File: src/rtl/clk_div_pkg.sv
// Shared types, constants and helpers for the programmable clock divider.
package clk_div_pkg;

   typedef logic [1:0] state_t;

   localparam state_t StIdle = 2'd0;
   localparam state_t StRun  = 2'd1;
   localparam state_t StPend = 2'd2;
   localparam state_t StStop = 2'd3;

   localparam int unsigned MIN_DIV = 2;

   // Number of high cycles in a period of n: ceil(n/2).
   function automatic int unsigned hi_cnt(input int unsigned n);
      return n - (n >> 1);
   endfunction

endpackage

File: src/rtl/clk_div_core.sv
// Period counter: produces registered clk_out/tick and flags the last cycle of a period.
module clk_div_core
   import clk_div_pkg::*;
#(
   parameter int unsigned W = 8
) (
   input  logic         clk,
   input  logic         rst_n,
   input  logic         active,
   input  logic         run_next,
   input  logic [W-1:0] div,
   input  logic [W-1:0] div_next,
   output logic         boundary,
   output logic         clk_out,
   output logic         tick
);

   localparam logic [W-1:0] One = W'(1);

   logic [W-1:0] cnt_q, cnt_d;
   logic         clk_out_q, clk_out_d;
   logic         tick_q, tick_d;

   // div >= 2 always, so div - 1 cannot underflow.
   assign boundary = active && (cnt_q == div - One);

   // Outputs are registered from the next-cycle count so they line up with cnt.
   always_comb begin
      cnt_d = '0;
      if (run_next && active && !boundary) begin
         cnt_d = cnt_q + One;
      end
      clk_out_d = run_next && (32'(cnt_d) < hi_cnt(32'(div_next)));
      tick_d    = run_next && (cnt_d == div_next - One);
   end

   always_ff @(posedge clk) begin
      if (!rst_n) begin
         cnt_q     <= '0;
         clk_out_q <= 1'b0;
         tick_q    <= 1'b0;
      end else begin
         cnt_q     <= cnt_d;
         clk_out_q <= clk_out_d;
         tick_q    <= tick_d;
      end
   end

   assign clk_out = clk_out_q;
   assign tick    = tick_q;

endmodule

File: src/rtl/clk_div_ctrl.sv
// Divider controller: ratio handshake, FSM, and boundary-aligned ratio switching.
module clk_div_ctrl
   import clk_div_pkg::*;
#(
   parameter int unsigned W           = 8,
   parameter int unsigned DEFAULT_DIV = 3
) (
   input  logic         clk,
   input  logic         rst_n,
   input  logic         en,
   input  logic         cfg_valid,
   input  logic [W-1:0] cfg_div,
   output logic         cfg_ready,
   output logic         cfg_err,
   output logic         clk_out,
   output logic         tick,
   output logic         busy,
   output logic [W-1:0] cur_div
);

   state_t       state_q, state_d;
   logic [W-1:0] cur_div_q, cur_div_d;
   logic [W-1:0] pend_div_q, pend_div_d;
   logic         pend_vld_q, pend_vld_d;
   logic         cfg_err_q;
   logic         cfg_legal, cfg_take, cfg_load;
   logic         boundary;

   assign cfg_ready = (state_q != StPend);
   assign cfg_legal = (32'(cfg_div) >= MIN_DIV);
   assign cfg_take  = cfg_valid && cfg_ready;
   assign cfg_load  = cfg_take && cfg_legal;

   always_comb begin
      state_d    = state_q;
      cur_div_d  = cur_div_q;
      pend_div_d = pend_div_q;
      pend_vld_d = pend_vld_q;
      case (state_q)
         StIdle: begin
            if (cfg_load) cur_div_d = cfg_div;
            if (en) state_d = StRun;
         end
         StRun: begin
            if (cfg_load && boundary) begin
               cur_div_d = cfg_div;
               state_d   = en ? StRun : StStop;
            end else if (cfg_load) begin
               pend_div_d = cfg_div;
               pend_vld_d = 1'b1;
               state_d    = StPend;
            end else if (!en) begin
               state_d = StStop;
            end
         end
         StPend: begin
            if (boundary) begin
               cur_div_d  = pend_div_q;
               pend_vld_d = 1'b0;
               state_d    = en ? StRun : StStop;
            end
         end
         StStop: begin
            if (cfg_load) begin
               pend_div_d = cfg_div;
               pend_vld_d = 1'b1;
            end
            if (boundary) begin
               if (cfg_load) cur_div_d = cfg_div;
               else if (pend_vld_q) cur_div_d = pend_div_q;
               pend_vld_d = 1'b0;
               state_d    = en ? StRun : StIdle;
            end else if (en) begin
               // A ratio latched while stopping still waits for the boundary.
               state_d = (cfg_load || pend_vld_q) ? StPend : StRun;
            end
         end
         default: state_d = StIdle;
      endcase
   end

   always_ff @(posedge clk) begin
      if (!rst_n) begin
         state_q    <= StIdle;
         cur_div_q  <= W'(DEFAULT_DIV);
         pend_div_q <= '0;
         pend_vld_q <= 1'b0;
         cfg_err_q  <= 1'b0;
      end else begin
         state_q    <= state_d;
         cur_div_q  <= cur_div_d;
         pend_div_q <= pend_div_d;
         pend_vld_q <= pend_vld_d;
         cfg_err_q  <= cfg_take && !cfg_legal;
      end
   end

   clk_div_core #(
      .W (W)
   ) u_core (
      .clk      (clk),
      .rst_n    (rst_n),
      .active   (state_q != StIdle),
      .run_next (state_d != StIdle),
      .div      (cur_div_q),
      .div_next (cur_div_d),
      .boundary (boundary),
      .clk_out  (clk_out),
      .tick     (tick)
   );

   assign cfg_err = cfg_err_q;
   assign busy    = (state_q != StIdle);
   assign cur_div = cur_div_q;

endmodule

File: config.mk
export PLATFORM = sky130hd
export DESIGN_NAME = clk_div_ctrl
export DESIGN_NICKNAME = d
export VERILOG_FILES = /design/src/rtl/clk_div_pkg.sv /design/src/rtl/clk_div_core.sv /design/src/rtl/clk_div_ctrl.sv
export SDC_FILE = /design/constraint.sdc
export NUM_CORES = 1
export LEC_CHECK = 0
export ABC_AREA = 1
export BUFFER_PORTS_ARGS = -buffer_cell sky130_fd_sc_hd__buf_4
export CORE_UTILIZATION = 45
export DETAILED_ROUTE_END_ITERATION = 8
export GPL_TIMING_DRIVEN = 0
export SLEW_MARGIN = 30
export SYNTH_ARGS = -nofsm -noshare
export SYNTH_HDL_FRONTEND = slang
export SYNTH_SLANG_ARGS = --single-unit
File: constraint.sdc
create_clock -name clk -period 6.27 [get_ports clk]
set_input_delay 1.254 -clock clk [delete_from_list [all_inputs] [get_ports clk]]
set_output_delay 1.254 -clock clk [all_outputs]
set_load 0.03 [all_outputs]
==> results of run 1 <==
worst paths after layout:
kind	endpoint	slack, ns
worst min register to register	pend_div_q[6]	0.49
worst max register to register	u_core.clk_out	1.67
worst min-delay path	pend_div_q[6]	0.49
worst max-delay path	u_core.clk_out	1.42
worst max-delay path: cells and delay by family:
family	cells	cell delay (ns)
AOI/OAI and AO/OA	5	1.31
adders and majority gates	2	0.69
buffers and inverters	4	0.73
xor gates and xnor gates	1	0.18
and+or+nand+nor	8	0.92
sequential cells by signal, indices dropped and copies added (netlist names):
name and count:
cur_div 8, pend_div_q 8, u_core.cnt_q 8, state_q 2, cfg_err 1, pend_vld_q 1, u_core.clk_out 1, u_core.tick 1
per-stage QoR:
stage | hold slack [ns] | util (%)
after global placement | 0.464 | 51.0
after CTS | 0.483 | 52.3
final | 0.491 | 52.3
after detailed placement | 0.470 | 51.0
after floorplan | 0.449 | -
after global routing | 0.521 | 52.3
cell families (layout without fill, tap and decap cells):
family,count (synthesis),in the layout,share of synthesized area (%)
simple gates,345,345,48.2
fa+ha+maj,21,21,7.96
flops,30,30,17.7
buf+inv,109,141,12.6
compound gates,61,61,10.4
xor+xnor,12,12,3.10
cell usage after synthesis:
cell type  count
nand3_2        8
nor2_1        59
xor2_1         9
o21ai_0       28
nor4_1         1
a21boi_2       1
nand4_2        1
fa_1           1
nor2_4         8
nand4_1       22
inv_2          7
clkinv_1       5
nor2_2         7
clkbuf_1       7
inv_1         84
nand2_1      157
o21ai_1        3
ha_1          20
o32ai_1        1
nor3_1         7
nand3b_1       1
o21bai_1       2
a21boi_0       1
buf_6          2
nand3_1       54
a21oi_2        1
xnor2_1        3
nor3b_1        1
or2_2          1
a21oi_1       16
dfxtp_1       30
nand3_4        1
nand3b_2       1
buf_2          4
a221oi_1       4
nand2_2       16
a211oi_1       1
o211ai_1       3
area by class of cell:
class / instances / share of cell area (%)
Inverter: 96 / 9.50
Multi-Input combinational cell: 439 / 62.3
Clock buffer: 6 / 2.18
Clock inverter: 2 / 0.330
Tap cell: 99 / 3.27
Buffer: 13 / 1.81
Timing Repair Buffer: 24 / 4.75
Sequential cell: 30 / 15.8
layer usage:
layer	vias to the layer above	wire length (um)	track usage, %
met5	-	0	0
met2	150	4990	51.0
li1	1919	-	-
met4	0	275	10.6
met1	1731	4740	37.3
met3	23	689	3.45
==> out/results.ini, run 1 <==
[clocking]
cts_hold_buffers = 0
cts.sinks = 30
clk_pin_slew_ns = 0.08
numCtsBuffers = 5
cts_resized = 0
insertion_delay_ns = 0.30
clockBufferDepth = 2
clockRootBuffer = clkbuf_8
cts_tree = yes
post_cts_buffers = 0
h-tree-depth = 2

[timing]
final.min_clock_period_ns = 4.85
rsz0062_at_grt = false
period_share_pct = 77.4
setup_tns_ns = 0
fin_skew_ns = 0.0114
fmax_mhz = 206
max_slew_margin_pct = 40.3
layout_setup_ws_ns = 1.42
setup_viol = 0
max_slew.worst_pin.slew_ns = 0.895
slew_viol_final = 0
hold_violations = 0

[yosys]
yosys_warnings = 0
ys_seq_area_share_pct = 17.7
syn_area_per_cell_sq_um = 5.87
syn_area_sq_mm = 0.00339
yosys-top-cells-area = dfxtp_1, nand2_1, inv_1
synth_cell_types = 38
postSynthNetCount = 611
synth_seq_cells = 30
synth_cells = 578
synth_area_leader_cell = dfxtp_1
synth_top_area_share_pct = 17.7

[worst_setup_path]
critPathLaunch = cfg_div[1]
critPathSlowestCell = a21oi_1
startpoint_type = input port
r2r-start = cur_div[0]
critPathArrivalTime_ns = 5.09
crit_path_frequent_cell = nand2_1
ff2ff_path_depth = 23
path_cells = buf_4 > nor3_1 > nand3_1 > nand2_1 > clkinv_1 > clkbuf_1 > o21ai_0 > o21ai_0 > a21oi_1 > ha_1 > nor2_1 > nand3_1 > nand2_1 > xor2_1 > ha_1 > nand2_1 > inv_1 > nand4_1 > o211ai_1 > a21boi_2
slowest_delay_ns = 0.70
path_class = input port to register
required_ns = 6.51
crit_path_max_fanout = 10
cp-end-kind = register

[cells_and_area]
n_fill_cell = 784
n_antenna_cell = 0
stdcell_count = 709
fin_area_sq_mm = 0.00379
seq_area_sq_um = 601
multiInputGateArea_sq_mm = 0.00236
final_cell_mix = nand2_1, inv_1, nor2_1
layout-drive-gt1-share_pct = 14.8
num-nets-final = 642
final_common_cell = nand2_1
synthToLayoutAreaGrowth_pct = 11.8

[placement]
dp_hpwl_mm = 8.56
dp_slack_ns = 1.12
numPortBuffers = 24
place_area_sq_mm = 0.00370
dp_cells = 701
gp_congestion = 0.911

[route]
drt_first_pass_iters = 5
drt-total-wl_mm = 10.7
via_count = 3823
drc_errors = 0
drt_iter0_drc = 233
postRouteAntennaNets = 0
wl_per_cell_um = 15.1
avgViaCountPerCell = 5.39

[grt]
antenna_found_initial = 0
globalRouteOverflowTotal = 0
grt_pass1_vias = 3477
grt.total_usage_pct = 29.4
grt_start_max_net_pins = 11
grt_pass1_wl_mm = 17.3

[die]
die_y_um = 88.8
die_area_sq_mm = 0.00789
rows = 31
die_w_um = 88.8
start_util_pct = 46.8
core-area_sq_mm = 0.00725
ios = 25

[worst_hold_path]
hold_path.class = register to register
hold_start = pend_div_q[6]
hold_depth = 2

[run]
cap_violations = 0

[outcome]
status = completed

Power of run 1 is not shown: default switching activity piles up to over one toggle a cycle in this logic, so the estimate is an artifact.
==> run 2: changes to the inputs <==
Settings changed: ABC_AREA 1 to 0, PLACE_DENSITY from default to 0.65.
Clock period 6.27 ns to 4.37 ns, I/O delays scaled along.
==> run 2 against run 1 <==
Compared with the run above: the run now ends with negative setup slack left; sequential cell count unchanged; critical path depth unchanged; clock skew decreased by 0.0083 ns; hold slack improved by 0.032 ns; non-clock buffer count increased by 17; cell count decreased by 32%; via count decreased by 25%; routed wire length decreased by 22%; register-to-register slack got worse by 2.2 ns.
==> out/results.ini, run 2 <==
[outcome]
status = finished, violations left
violations = negative setup slack

[pwr]
power_density_mw_per_mm2 = 639
p_leak_nw = 1.48
vdd_drop_max_v = 0.000481

[yosys]
synth_cell_types = 74
ys_seq_area_share_pct = 20.3
synth_top_area_share_pct = 20.3
synth_area_leader_cell = dfxtp_1
postSynthNetCount = 397
yosysMostFrequentCell = nor2_1
synth_cells = 364
syn_area_per_cell_sq_um = 8.14
synth_commonest_cells = nor2_1, dfxtp_1, a21oi_1
synthFlopType = dfxtp_1
synth_seq_cells = 30
synth_edf_count = 0
syn_area_sq_mm = 0.00296
synthArstFlopShare_pct = 0
yosys_warnings = 0
yosys-top-cells-area = dfxtp_1, ha_1, xnor2_1

[worst_setup_path]
cp-end-kind = register
path_class = input port to register
crit_path_max_fanout = 5
required_ns = 4.59
ff2ff_path_depth = 20
startpoint_type = input port
critPathArrivalTime_ns = 5.15

[clocking]
numCtsBuffers = 5
cts_tree = yes
h-tree-depth = 2
clk_pin_slew_ns = 0.06
cts.sinks = 30
clockRootBuffer = clkbuf_8
cts_hold_buffers = 0
clockBufferDepth = 2
insertion_delay_ns = 0.29

[route]
postRouteAntennaNets = 0
drt_iter0_drc = 186
via_count = 2850
drt_first_pass_iters = 4
drc_errors = 0
drt-total-wl_mm = 8.38
wl_per_cell_um = 17.4
avgViaCountPerCell = 5.93

[die]
die_w_um = 83.1
ios = 25
core-area_sq_mm = 0.00635
die_area_sq_mm = 0.00691
start_util_pct = 46.7
die_y_um = 83.1
rows = 29

[timing]
setup_viol = 1
max_slew_margin_pct = 60.2
max_slew.worst_pin.slew_ns = 0.597
hold_violations = 0
fin_skew_ns = 0.00309
rsz0062_at_grt = true
slew_viol_final = 0
layout_setup_ws_ns = -0.563
fmax_mhz = 203
period_share_pct = 113
final.min_clock_period_ns = 4.93

[placement]
dp_cells = 465
numPortBuffers = 23
gp_congestion = 0.920
dp_hpwl_mm = 6.29
place_area_sq_mm = 0.00329

[grt]
grt_pass1_wl_mm = 13.8
antenna_found_initial = 0
grt.total_usage_pct = 24.7
globalRouteOverflowTotal = 0
grt_pass1_vias = 2765
grt_start_max_net_pins = 11

[run]
cap_violations = 0

[cells_and_area]
layout-drive-gt1-share_pct = 24.3
num-nets-final = 438
stdcell_count = 481
final_cell_mix = buf_4, nor2_1, dfxtp_1
fin_area_sq_mm = 0.00356
final_common_cell = buf_4
seq_area_sq_um = 606
multiInputGateArea_sq_mm = 0.00230
n_fill_cell = 582
synthToLayoutAreaGrowth_pct = 20.3
n_antenna_cell = 0

[worst_hold_path]
hold_path.class = register to register
hold_depth = 2

run 2: cell type report:
type	instances	area share, %
multi-input combinational	297	64.7
sequential	30	17.0
timing repair buffer	35	7.65
buffer	19	3.90
tap	77	2.70
clock buffer	6	2.32
inverter	17	1.79
run 2: power by group:
| part | internal [mW] | total [mW] | leakage (nW) | switching, mW |
|---|---|---|---|---|
| combinational | 0.742 | 1.67 | 1.19 | 0.932 |
| sequential | 0.319 | 0.376 | 0.245 | 0.0571 |
| clock | 0.121 | 0.227 | 0.0431 | 0.106 |
| total | 1.18 | 2.28 | 1.48 | 1.10 |
run 2: final timing paths:
kind                    end  slack (ns)     startpoint
max          u_core.clk_out       -0.56     cfg_div[4]
min           pend_div_q[3]        0.52  pend_div_q[3]
max reg2reg  u_core.clk_out       -0.48     cur_div[3]
min reg2reg   pend_div_q[3]        0.52  pend_div_q[3]
run 2: per-layer routing:
metal / track usage, % / vias to the layer above / part of all wire, %
li1: - / 1402 / -
met1: 30.3 / 1329 / 44
met2: 41.8 / 93 / 47
met3: 4.27 / 26 / 5.4
met4: 11.9 / 0 / 3.5
met5: 0 / - / 0
run 2: worst max-delay path, cell delays in order:
cell and delay [ns]:
buf_6 0.09, or4_4 0.58, o211a_4 0.28, o21ai_2 0.11, a221o_1 0.13, mux2i_1 0.09, or4_1 0.43, buf_6 0.16
ha_4 0.16, fa_2 0.39, maj3_2 0.33, o21ai_2 0.14, a221o_1 0.19, xnor2_1 0.08, ha_1 0.32, a21o_1 0.17
a21oi_2 0.11, o211ai_1 0.16, a2bb2o_4 0.23, a31oi_1 0.13
run 2: repair_timing:
item / CTS / global route
setup buffers: 3 / 8
pin swaps: 5 / 10
gates cloned: 0 / 0
gates resized for setup: 20 / 7
setup endpoints to repair: 1 / 1
run 2: kinds of logic (layout without fill, tap and decap cells):
kind of cell	count (synthesis)	count (layout)	synth area share [%]
flip-flops	30	30	20.3
XOR/XNOR	32	32	9.46
buffers and inverters	37	77	6.71
AND/OR/NAND/NOR	129	129	24.6
AO/OA/AOI/OAI	98	98	24.1
adder cells (fa/ha/maj)	22	22	9.46
multiplexers	16	16	5.41
run 2: metrics by stage:
stage | setup TNS (ns) | total power, mW | util (%) | hold slack (ns) | setup WS, ns
final | -0.563 | 2.28 | 56.1 | 0.522 | -0.563
after global placement | -1.13 | 1.85 | 51.6 | 0.500 | -1.13
after global routing | -0.720 | 2.47 | 56.1 | 0.585 | -0.720
after floorplan | -0.482 | 1.54 | - | 0.479 | -0.482
after CTS | -0.556 | 2.23 | 54.9 | 0.530 | -0.556
after detailed placement | -1.12 | 1.89 | 51.8 | 0.516 | -1.12
(Power assumes the default switching activity.)
==> run 3: changes to the inputs <==
Settings changed: PLACE_DENSITY 0.65 to default, PLACE_DENSITY_LB_ADDON from default to 0.05.
==> run 3 against run 2 <==
Compared with the run above: the flow still finishes with violations (negative setup slack); combinational power hardly changed; largest cell class unchanged; sequential power down 1%; utilization shrank 0.55 points; critical endpoint unchanged; first-iteration DRC count rose by 1.6%; count of clock-buffer cells in the layout is the same; hold slack improved by 0.021 ns; sequential share of layout area is 0.098 points higher; die area is the same.
==> out/results.ini, run 3 (same netlist as run 2, synthesis figures left out) <==
[route]
wl_per_cell_um = 17.8
avgViaCountPerCell = 5.95
drt-total-wl_mm = 8.52
drt_iter0_drc = 189
drc_errors = 0
postRouteAntennaNets = 0
via_count = 2842
drt_first_pass_iters = 4

[grt]
grt.total_usage_pct = 24.6
grt_start_max_net_pins = 11
grt_pass1_wl_mm = 13.7
antenna_found_initial = 0
grt_pass1_vias = 2721
globalRouteOverflowTotal = 0

[cells_and_area]
n_fill_cell = 610
final_common_cell = nor2_1
num-nets-final = 435
layout-drive-gt1-share_pct = 23.7
fin_util_pct = 55.6
final_cell_mix = nor2_1, buf_4, dfxtp_1
multiInputGateArea_sq_mm = 0.00230
stdcell_count = 478
n_antenna_cell = 0
seq_area_sq_um = 603
synthToLayoutAreaGrowth_pct = 19.1

[worst_setup_path]
r2r-start = cur_div[0]
required_ns = 4.58
critPathArrivalTime_ns = 5.10
crit_path_max_fanout = 5
slowest_delay_ns = 0.58
startpoint_type = input port
path_buf_inv = 1
critPathSlowestCell = or4_4
path_cells = buf_8 > or4_4 > o211a_4 > o21ai_1 > a221o_1 > mux2i_1 > or4_4 > ha_4 > fa_2 > maj3_2 > o21ai_2 > a221o_1 > xnor2_1 > ha_1 > a21o_1 > a21oi_1 > o211ai_1 > a2bb2o_4 > a31oi_1
critPathTopFamily = compound AO/OA/AOI/OAI gates
critPathLaunch = cfg_div[3]
cp-end-kind = register
path_class = input port to register
r2r_slack_ns = -0.43

[clocking]
insertion_delay_ns = 0.29
cts_hold_buffers = 0
clockBufferDepth = 2
h-tree-depth = 2
cts_tree = yes
clk_pin_slew_ns = 0.06
cts.sinks = 30
numCtsBuffers = 5
clockRootBuffer = clkbuf_8

[run]
cap_violations = 0

[timing]
layout_setup_ws_ns = -0.519
rsz0062_at_grt = true
setup_tns_ns = -0.519
slew_viol_final = 0
setup_viol = 1
final.min_clock_period_ns = 4.89
max_slew.worst_pin.slew_ns = 1.02
fin_skew_ns = 0.00933
max_slew_margin_pct = 31.7
fmax_mhz = 205
period_share_pct = 112
hold_violations = 0

[die]
die_area_sq_mm = 0.00691
die_y_um = 83.1
start_util_pct = 46.7
die_w_um = 83.1
core-area_sq_mm = 0.00635
ios = 25
rows = 29

[placement]
gp_congestion = 0.898
dp_hpwl_mm = 6.34
dp_cells = 464
numPortBuffers = 23

[outcome]
status = finished, violations left
violations = negative setup slack

[pwr]
power_density_mw_per_mm2 = 642
p_leak_nw = 1.46
vdd_drop_max_v = 0.000493

[worst_hold_path]
hold_path.class = register to register
hold_start = pend_div_q[3]

[run 3: routing by layer]
metal	vias to the layer above	GRT usage [%]	part of all wire, %
li1	1385	-	-
met2	67	43.2	50
met1	1379	31.7	45
met5	-	0	0
met4	0	6.74	1.5
met3	11	2.88	3.8
[run 3: final timing paths]
check,endpoint,cells after the start
worst min register to register,pend_div_q[3],2
worst max register to register,u_core.clk_out,21
worst max-delay path,u_core.clk_out,19
worst min-delay path,pend_div_q[3],2
[run 3: final cells by class]
class / instances / area share (%)
flip-flops and latches: 30 / 17.1
clock buffers: 6 / 2.34
repair buffers: 32 / 7.13
multi-input cells: 297 / 65.2
inverters: 17 / 1.81
well taps: 77 / 2.73
plain buffers: 19 / 3.72
[run 3: repair_timing]
item | in CTS | in global routing
setup buffers | 6 | 3
gates cloned | 0 | 0
pin swaps | 11 | 6
resized for setup | 18 | 9
setup endpoints to repair | 1 | 1
[run 3: worst min-delay path, cell delays in order, from the launching register on]
cell and delay [ns]:
dfxtp_1 0.31, mux2i_1 0.13, nor2b_1 0.06
[run 3: per-stage QoR]
| stage | setup slack [ns] | hold WS, ns | instance area (sq um) | power, mW |
|---|---|---|---|---|
| 3_3_place_gp | -1.09 | 0.508 | 3280 | 1.86 |
| 3_5_place_dp | -1.05 | 0.509 | 3280 | 1.89 |
| 4_1_cts | -0.493 | 0.534 | 3480 | 2.22 |
| 6_report | -0.519 | 0.543 | 3530 | 2.27 |
| 5_1_grt | -0.742 | 0.570 | 3530 | 2.47 |
| 2_1_floorplan | -0.482 | 0.479 | 3010 | 1.54 |
[run 3: where the power goes]
group | switching, mW | internal [mW]
logic | 0.934 | 0.731
registers | 0.0541 | 0.318
clock network | 0.108 | 0.121
